### src/rtl/arm_multi_controller.sv
// Control unit for the multicycle ARM core: main FSM, ALU decoder, condition
// logic and NZCV flags register, driving every datapath select and enable.
module arm_multi_controller #(
    parameter bit         COND_NV_EXEC = 1'b0,
    parameter logic [3:0] FLAGS_RESET  = 4'b0000
) (
    input  logic        clk,
    input  logic        reset,
    input  logic [11:0] Instr,
    input  logic [3:0]  ALUFlags,
    output logic        PCWrite,
    output logic        MemWrite,
    output logic        RegWrite,
    output logic        IRWrite,
    output logic        AdrSrc,
    output logic [1:0]  RegSrc,
    output logic        ALUSrcA,
    output logic [1:0]  ALUSrcB,
    output logic [1:0]  ResultSrc,
    output logic [1:0]  ImmSrc,
    output logic [1:0]  ALUControl,
    output logic [3:0]  State
);

    typedef enum logic [3:0] {
        S_FETCH    = 4'd0,
        S_DECODE   = 4'd1,
        S_MEMADR   = 4'd2,
        S_MEMRD    = 4'd3,
        S_MEMWB    = 4'd4,
        S_MEMWR    = 4'd5,
        S_EXECUTER = 4'd6,
        S_EXECUTEI = 4'd7,
        S_ALUWB    = 4'd8,
        S_BRANCH   = 4'd9
    } state_t;

    state_t      r_state, w_next;
    logic [3:0]  r_flags;
    logic        r_condex;

    logic [3:0]  w_cond;
    logic [1:0]  w_op;
    logic [5:0]  w_funct;
    logic        w_nextpc, w_branch, w_regw, w_memw, w_irw, w_aluop;
    logic        w_condex;
    logic [1:0]  w_flagw;

    assign w_cond  = Instr[11:8];
    assign w_op    = Instr[7:6];
    assign w_funct = Instr[5:0];

    // Flags are {N, Z, C, V}
    function automatic logic cond_ex(input logic [3:0] c, input logic [3:0] f);
        logic n, z, cy, v;
        {n, z, cy, v} = f;
        case (c)
            4'h0:    cond_ex = z;
            4'h1:    cond_ex = ~z;
            4'h2:    cond_ex = cy;
            4'h3:    cond_ex = ~cy;
            4'h4:    cond_ex = n;
            4'h5:    cond_ex = ~n;
            4'h6:    cond_ex = v;
            4'h7:    cond_ex = ~v;
            4'h8:    cond_ex = cy & ~z;
            4'h9:    cond_ex = ~cy | z;
            4'hA:    cond_ex = (n == v);
            4'hB:    cond_ex = (n != v);
            4'hC:    cond_ex = ~z & (n == v);
            4'hD:    cond_ex = z | (n != v);
            4'hE:    cond_ex = 1'b1;
            default: cond_ex = COND_NV_EXEC;
        endcase
    endfunction

    assign w_condex = cond_ex(w_cond, r_flags);

    always_ff @(posedge clk) begin
        if (reset) r_state <= S_FETCH;
        else       r_state <= w_next;
    end

    always_comb begin
        w_next = S_FETCH;
        case (r_state)
            S_FETCH:  w_next = S_DECODE;
            S_DECODE: begin
                case (w_op)
                    2'b01:   w_next = S_MEMADR;
                    2'b00:   w_next = w_funct[5] ? S_EXECUTEI : S_EXECUTER;
                    2'b10:   w_next = S_BRANCH;
                    default: w_next = S_FETCH;
                endcase
            end
            S_MEMADR:   w_next = w_funct[0] ? S_MEMRD : S_MEMWR;
            S_MEMRD:    w_next = S_MEMWB;
            S_EXECUTER: w_next = S_ALUWB;
            S_EXECUTEI: w_next = S_ALUWB;
            default:    w_next = S_FETCH;
        endcase
    end

    always_comb begin
        w_nextpc  = 1'b0;
        w_branch  = 1'b0;
        w_regw    = 1'b0;
        w_memw    = 1'b0;
        w_irw     = 1'b0;
        w_aluop   = 1'b0;
        AdrSrc    = 1'b0;
        ALUSrcA   = 1'b0;
        ALUSrcB   = 2'b00;
        ResultSrc = 2'b00;
        case (r_state)
            S_FETCH: begin
                w_irw = 1'b1; ALUSrcA = 1'b1; ALUSrcB = 2'b10;
                ResultSrc = 2'b10; w_nextpc = 1'b1;
            end
            S_DECODE: begin
                ALUSrcA = 1'b1; ALUSrcB = 2'b10; ResultSrc = 2'b10;
            end
            S_MEMADR:   ALUSrcB = 2'b01;
            S_MEMRD:    AdrSrc = 1'b1;
            S_MEMWB:    begin ResultSrc = 2'b01; w_regw = 1'b1; end
            S_MEMWR:    begin AdrSrc = 1'b1; w_memw = 1'b1; end
            S_EXECUTER: w_aluop = 1'b1;
            S_EXECUTEI: begin ALUSrcB = 2'b01; w_aluop = 1'b1; end
            S_ALUWB:    w_regw = 1'b1;
            S_BRANCH:   begin ALUSrcB = 2'b01; ResultSrc = 2'b10; w_branch = 1'b1; end
            default:    ;
        endcase
    end

    // Unrecognised data-processing encodings fall back to ADD without touching flags
    always_comb begin
        ALUControl = 2'b00;
        w_flagw    = 2'b00;
        if (w_aluop) begin
            case (w_funct[4:1])
                4'b0100: begin ALUControl = 2'b00; w_flagw = {w_funct[0], w_funct[0]}; end
                4'b0010: begin ALUControl = 2'b01; w_flagw = {w_funct[0], w_funct[0]}; end
                4'b0000: begin ALUControl = 2'b10; w_flagw = {w_funct[0], 1'b0}; end
                4'b1100: begin ALUControl = 2'b11; w_flagw = {w_funct[0], 1'b0}; end
                default: begin ALUControl = 2'b00; w_flagw = 2'b00; end
            endcase
        end
    end

    always_ff @(posedge clk) begin
        if (reset) begin
            r_flags  <= FLAGS_RESET;
            r_condex <= 1'b0;
        end else begin
            if (r_state == S_DECODE)
                r_condex <= w_condex;
            if ((r_state == S_EXECUTER || r_state == S_EXECUTEI) && r_condex) begin
                if (w_flagw[1]) r_flags[3:2] <= ALUFlags[3:2];
                if (w_flagw[0]) r_flags[1:0] <= ALUFlags[1:0];
            end
        end
    end

    assign PCWrite  = ~reset & (w_nextpc | (w_branch & r_condex));
    assign RegWrite = ~reset & w_regw & r_condex;
    assign MemWrite = ~reset & w_memw & r_condex;
    assign IRWrite  = ~reset & w_irw;
    assign RegSrc   = {(w_op == 2'b01), (w_op == 2'b10)};
    assign ImmSrc   = w_op;
    assign State    = r_state;

endmodule

### config.mk
export PLATFORM = sky130hd
export DESIGN_NAME = arm_multi_controller
export DESIGN_NICKNAME = d
export VERILOG_FILES = /design/src/rtl/arm_multi_controller.sv
export SDC_FILE = /design/constraint.sdc
export NUM_CORES = 1
export LEC_CHECK = 0
export BUFFER_PORTS_ARGS = -buffer_cell sky130_fd_sc_hd__buf_2
export CORE_ASPECT_RATIO = 1.25
export CORE_UTILIZATION = 41
export CTS_BUF_LIST = sky130_fd_sc_hd__clkbuf_8 sky130_fd_sc_hd__clkbuf_16
export DETAILED_ROUTE_END_ITERATION = 16
export PLACE_DENSITY = 0.84
export SYNTH_ARGS = -nofsm -noshare
export SYNTH_HDL_FRONTEND = slang
export SYNTH_SLANG_ARGS = --single-unit
### constraint.sdc
create_clock -name clk -period 1.6 [get_ports clk]
set_input_delay 0.16 -clock clk [delete_from_list [all_inputs] [get_ports clk]]
set_output_delay 0.16 -clock clk [all_outputs]
set_load 0.005 [all_outputs]
==> impl_metrics.prom <==
# TYPE chip_impl_metric gauge
chip_impl_metric{name="final.setup_skew",unit="ns"} 0.00195
chip_impl_metric{name="final.min_clock_period",unit="ns"} 1.62
chip_impl_metric{name="report.final.setup_viol",unit=""} 3
chip_impl_metric{name="global_route_wire_length_before_repair",unit="µm"} 3460
chip_impl_info{name="outcome",value="complete, but fails checks"} 1
chip_impl_metric{name="max_clock_freq",unit="GHz"} 0.617
chip_impl_metric{name="irDropWorstVdd",unit="µV"} 337
chip_impl_metric{name="post_synth_inst_count",unit=""} 109
chip_impl_info{name="hold_start",value="ALUFlags[0]"} 1
chip_impl_metric{name="seq_cells_post_synth",unit=""} 9
chip_impl_metric{name="antenna-diode-count",unit=""} 0
chip_impl_metric{name="fin_nets",unit=""} 165
chip_impl_metric{name="post_cts_hold_buffer_count",unit=""} 0
chip_impl_metric{name="layout.cells.non_filler",unit=""} 165
chip_impl_metric{name="fin_hold_ws",unit="ns"} 0.173
chip_impl_info{name="end_kind",value="register"} 1
chip_impl_metric{name="cts-htree-levels",unit=""} 1
chip_impl_metric{name="drt-pass1-iter-count",unit=""} 4
chip_impl_metric{name="synth_fp_nets",unit=""} 127
chip_impl_info{name="yosys-top-cells-area",value="sky130_fd_sc_hd__dfxtp_1 (22%), sky130_fd_sc_hd__nor2_1 (6.9%), sky130_fd_sc_hd__mux2i_1 (6.1%)"} 1
chip_impl_metric{name="initial_utilization",unit="%"} 44.8
chip_impl_metric{name="detailedPlacementHpwl",unit="µm"} 1490
chip_impl_info{name="tritoncts",value="yes"} 1
chip_impl_metric{name="grt_max_degree",unit=""} 18
chip_impl_metric{name="path_clk_slew",unit="ns"} 0.04
chip_impl_info{name="cts_root_buffer",value="sky130_fd_sc_hd__clkbuf_8"} 1
chip_impl_info{name="regToRegStartpoint",value="State[3]"} 1
chip_impl_metric{name="cp.arrival",unit="ns"} 1.75
chip_impl_info{name="crit_start",value="State[3]"} 1
chip_impl_metric{name="antenna_found_initial",unit=""} 0
chip_impl_metric{name="p_per_area",unit="mW/mm²"} 648
chip_impl_metric{name="number_of_global_route_vias_before_repair",unit=""} 810
chip_impl_metric{name="cp.required",unit="ns"} 1.73
chip_impl_info{name="library_cell_with_the_largest_summed_area_after_synthesis",value="sky130_fd_sc_hd__dfxtp_1"} 1
chip_impl_metric{name="power.leakage",unit="nW"} 0.468
chip_impl_metric{name="placement.setup.worst_slack",unit="ns"} -0.0289
chip_impl_metric{name="worst_max_slew_pin_slew",unit="ns"} 0.294
chip_impl_metric{name="io_buffers",unit=""} 37
chip_impl_metric{name="timing.final.ws_setup",unit="ns"} -0.0202
chip_impl_metric{name="cts-root-to-sink-buffers",unit=""} 2
chip_impl_metric{name="core",unit="mm²"} 0.00183
chip_impl_info{name="criticalPathCategory",value="register to register"} 1
chip_impl_metric{name="grt.overflow.total",unit=""} 0
chip_impl_info{name="layout_common_cells",value="sky130_fd_sc_hd__buf_2 (37), sky130_fd_sc_hd__nor2_1 (15), sky130_fd_sc_hd__dfxtp_1 (7)"} 1
chip_impl_metric{name="tritoncts.num_buffers",unit=""} 3
chip_impl_metric{name="share_of_the_synthesized_area_in_the_top_cell_type",unit="%"} 22.0
chip_impl_metric{name="timing_max_transition_violations_final",unit=""} 0
chip_impl_metric{name="pin_count",unit=""} 38
chip_impl_metric{name="die_w",unit="µm"} 42.0
chip_impl_metric{name="report.final.hold_viol_count",unit=""} 0
chip_impl_metric{name="drc",unit=""} 0
chip_impl_metric{name="synth.yosys.warnings",unit=""} 0
chip_impl_metric{name="track_usage",unit="%"} 20.6
chip_impl_info{name="grt_setup_unrepaired",value="yes"} 1
chip_impl_metric{name="detail-route-antenna-nets",unit=""} 0
chip_impl_metric{name="timing.max_slew.rel_slack",unit="%"} 80.1
chip_impl_metric{name="fp-row-count",unit=""} 17
chip_impl_info{name="worstHoldPathType",value="input pin to register"} 1
chip_impl_metric{name="vias_per_cell",unit=""} 5.50
chip_impl_metric{name="routed_wl",unit="µm"} 2090
chip_impl_metric{name="die-area",unit="mm²"} 0.00218
chip_impl_metric{name="crit_path_max_fanout",unit=""} 2
chip_impl_info{name="layout_commonest_cell",value="sky130_fd_sc_hd__buf_2"} 1
chip_impl_info{name="violations",value="setup timing"} 1
chip_impl_metric{name="areaGrowthSynthToFinish",unit="%"} 34.0
chip_impl_metric{name="detail_route.iter0.violations",unit=""} 11
chip_impl_info{name="critical_path.startpoint_type",value="register"} 1
chip_impl_metric{name="place_inst",unit=""} 160
chip_impl_metric{name="cts.sink_count",unit=""} 9
chip_impl_metric{name="finalCritPeriodShare",unit="%"} 101
chip_impl_metric{name="synth_seq_area_share",unit="%"} 22.0
chip_impl_metric{name="clock_latency_on_the_worst_skew_pair",unit="ns"} 0.24
chip_impl_metric{name="drt-wirelength-per-cell",unit="µm"} 12.7
chip_impl_metric{name="cap_violations",unit=""} 0
chip_impl_metric{name="syn_avg_cell_area",unit="µm²"} 7.52
chip_impl_metric{name="gp_congestion",unit=""} 0.801
chip_impl_metric{name="syn_area",unit="µm²"} 820
chip_impl_metric{name="drive_gt1_share",unit="%"} 38.4
chip_impl_metric{name="synthDistinctLibCells",unit=""} 37
chip_impl_metric{name="dieHeight",unit="µm"} 52.0
chip_impl_metric{name="via_count",unit=""} 907
power breakdown:
part	internal (mW)	switching, mW	leakage, nW
clock network	0.167	0.0948	0.0269
logic	0.0972	0.111	0.367
registers	0.234	0.00629	0.0741
total	0.499	0.213	0.468
per-stage QoR:
| stage | power [mW] | utilization, % | area [µm²] | TNS (ns) |
|---|---|---|---|---|
| after floorplan | 0.358 | - | 823 | 0 |
| after global placement | 0.432 | 55.4 | 1010 | 0 |
| after detailed placement | 0.438 | 55.4 | 1010 | -0.0499 |
| after CTS | 0.706 | 58.7 | 1070 | -0.0581 |
| after global routing | 0.748 | 60.1 | 1100 | -0.357 |
| final | 0.712 | 60.1 | 1100 | -0.0269 |
state kept, by name, summed over array words and instances (netlist names):
name      count
r_flags       4
r_condex      1
State         4
synth_stat cells, drive strengths merged:
master / number
a2111oi: 1
a211oi: 3
a21o: 1
a21oi: 4
a22oi: 1
a31oi: 1
a32oi: 1
and3b: 1
buf: 3
clkbuf: 6
dfxtp: 9
inv: 3
mux2i: 5
nand2: 5
nand2b: 5
nand3: 3
nand3b: 2
nand4: 1
nor2: 15
nor2b: 6
nor3: 8
nor4: 2
nor4b: 3
nor4bb: 2
o2111ai: 1
o21a: 1
o21ai: 7
o22a: 1
o2bb2ai: 1
or3: 1
or4b: 1
xnor2: 4
xor2: 1
what timing repair did:
| item | in CTS | in global routing |
|---|---|---|
| pin swaps | 1 | 3 |
| endpoints found under the setup margin | 5 | 9 |
| resized for setup | 3 | 5 |
| setup buffers | 1 | 0 |
area by class of cell:
| type | count | area, µm² |
|---|---|---|
| Fill cell | 160 | 731 |
| Inverter | 3 | 11.3 |
| Multi-Input combinational cell | 88 | 613 |
| Tap cell | 19 | 23.8 |
| Sequential cell | 9 | 183 |
| Clock buffer | 3 | 41.3 |
| Clock inverter | 1 | 3.75 |
| Timing Repair Buffer | 42 | 223 |
per-layer routing:
metal / vias up / wire [µm] / GRT usage [%]
li1: 465 / - / -
met1: 412 / 898 / 23.4
met2: 25 / 1070 / 37.2
met3: 5 / 73 / 2.43
met4: 0 / 51 / 11.3
met5: - / 0 / 0
kinds of logic after synthesis:
family                    count (synthesis)  share of synthesized area (%)
muxes                                     5                           6.11
xor gates and xnor gates                  5                           5.34
DFF                                       9                           22.0
buffers and inverters                    12                           6.87
and+or+nand+nor                          55                           39.8
AOI/OAI and AO/OA                        23                           19.8
critical path, cell delays in order, from the launching register on:
cell,delay [ns]
sky130_fd_sc_hd__dfxtp_2,0.31
sky130_fd_sc_hd__nand2b_4,0.14
sky130_fd_sc_hd__or4b_4,0.55
sky130_fd_sc_hd__a211oi_4,0.23
sky130_fd_sc_hd__mux2i_1,0.23
sky130_fd_sc_hd__nor2_1,0.05
path summary, 6_finish.rpt:
path	endpoint	slack, ns	cells past startpoint
worst max-delay path	r_flags[3]	-0.02	5
worst min-delay path	r_flags[0]	0.17	3
worst max register to register	r_flags[3]	-0.02	5
worst min register to register	r_flags[1]	0.55	2
Power figures use the tool's default switching activity.
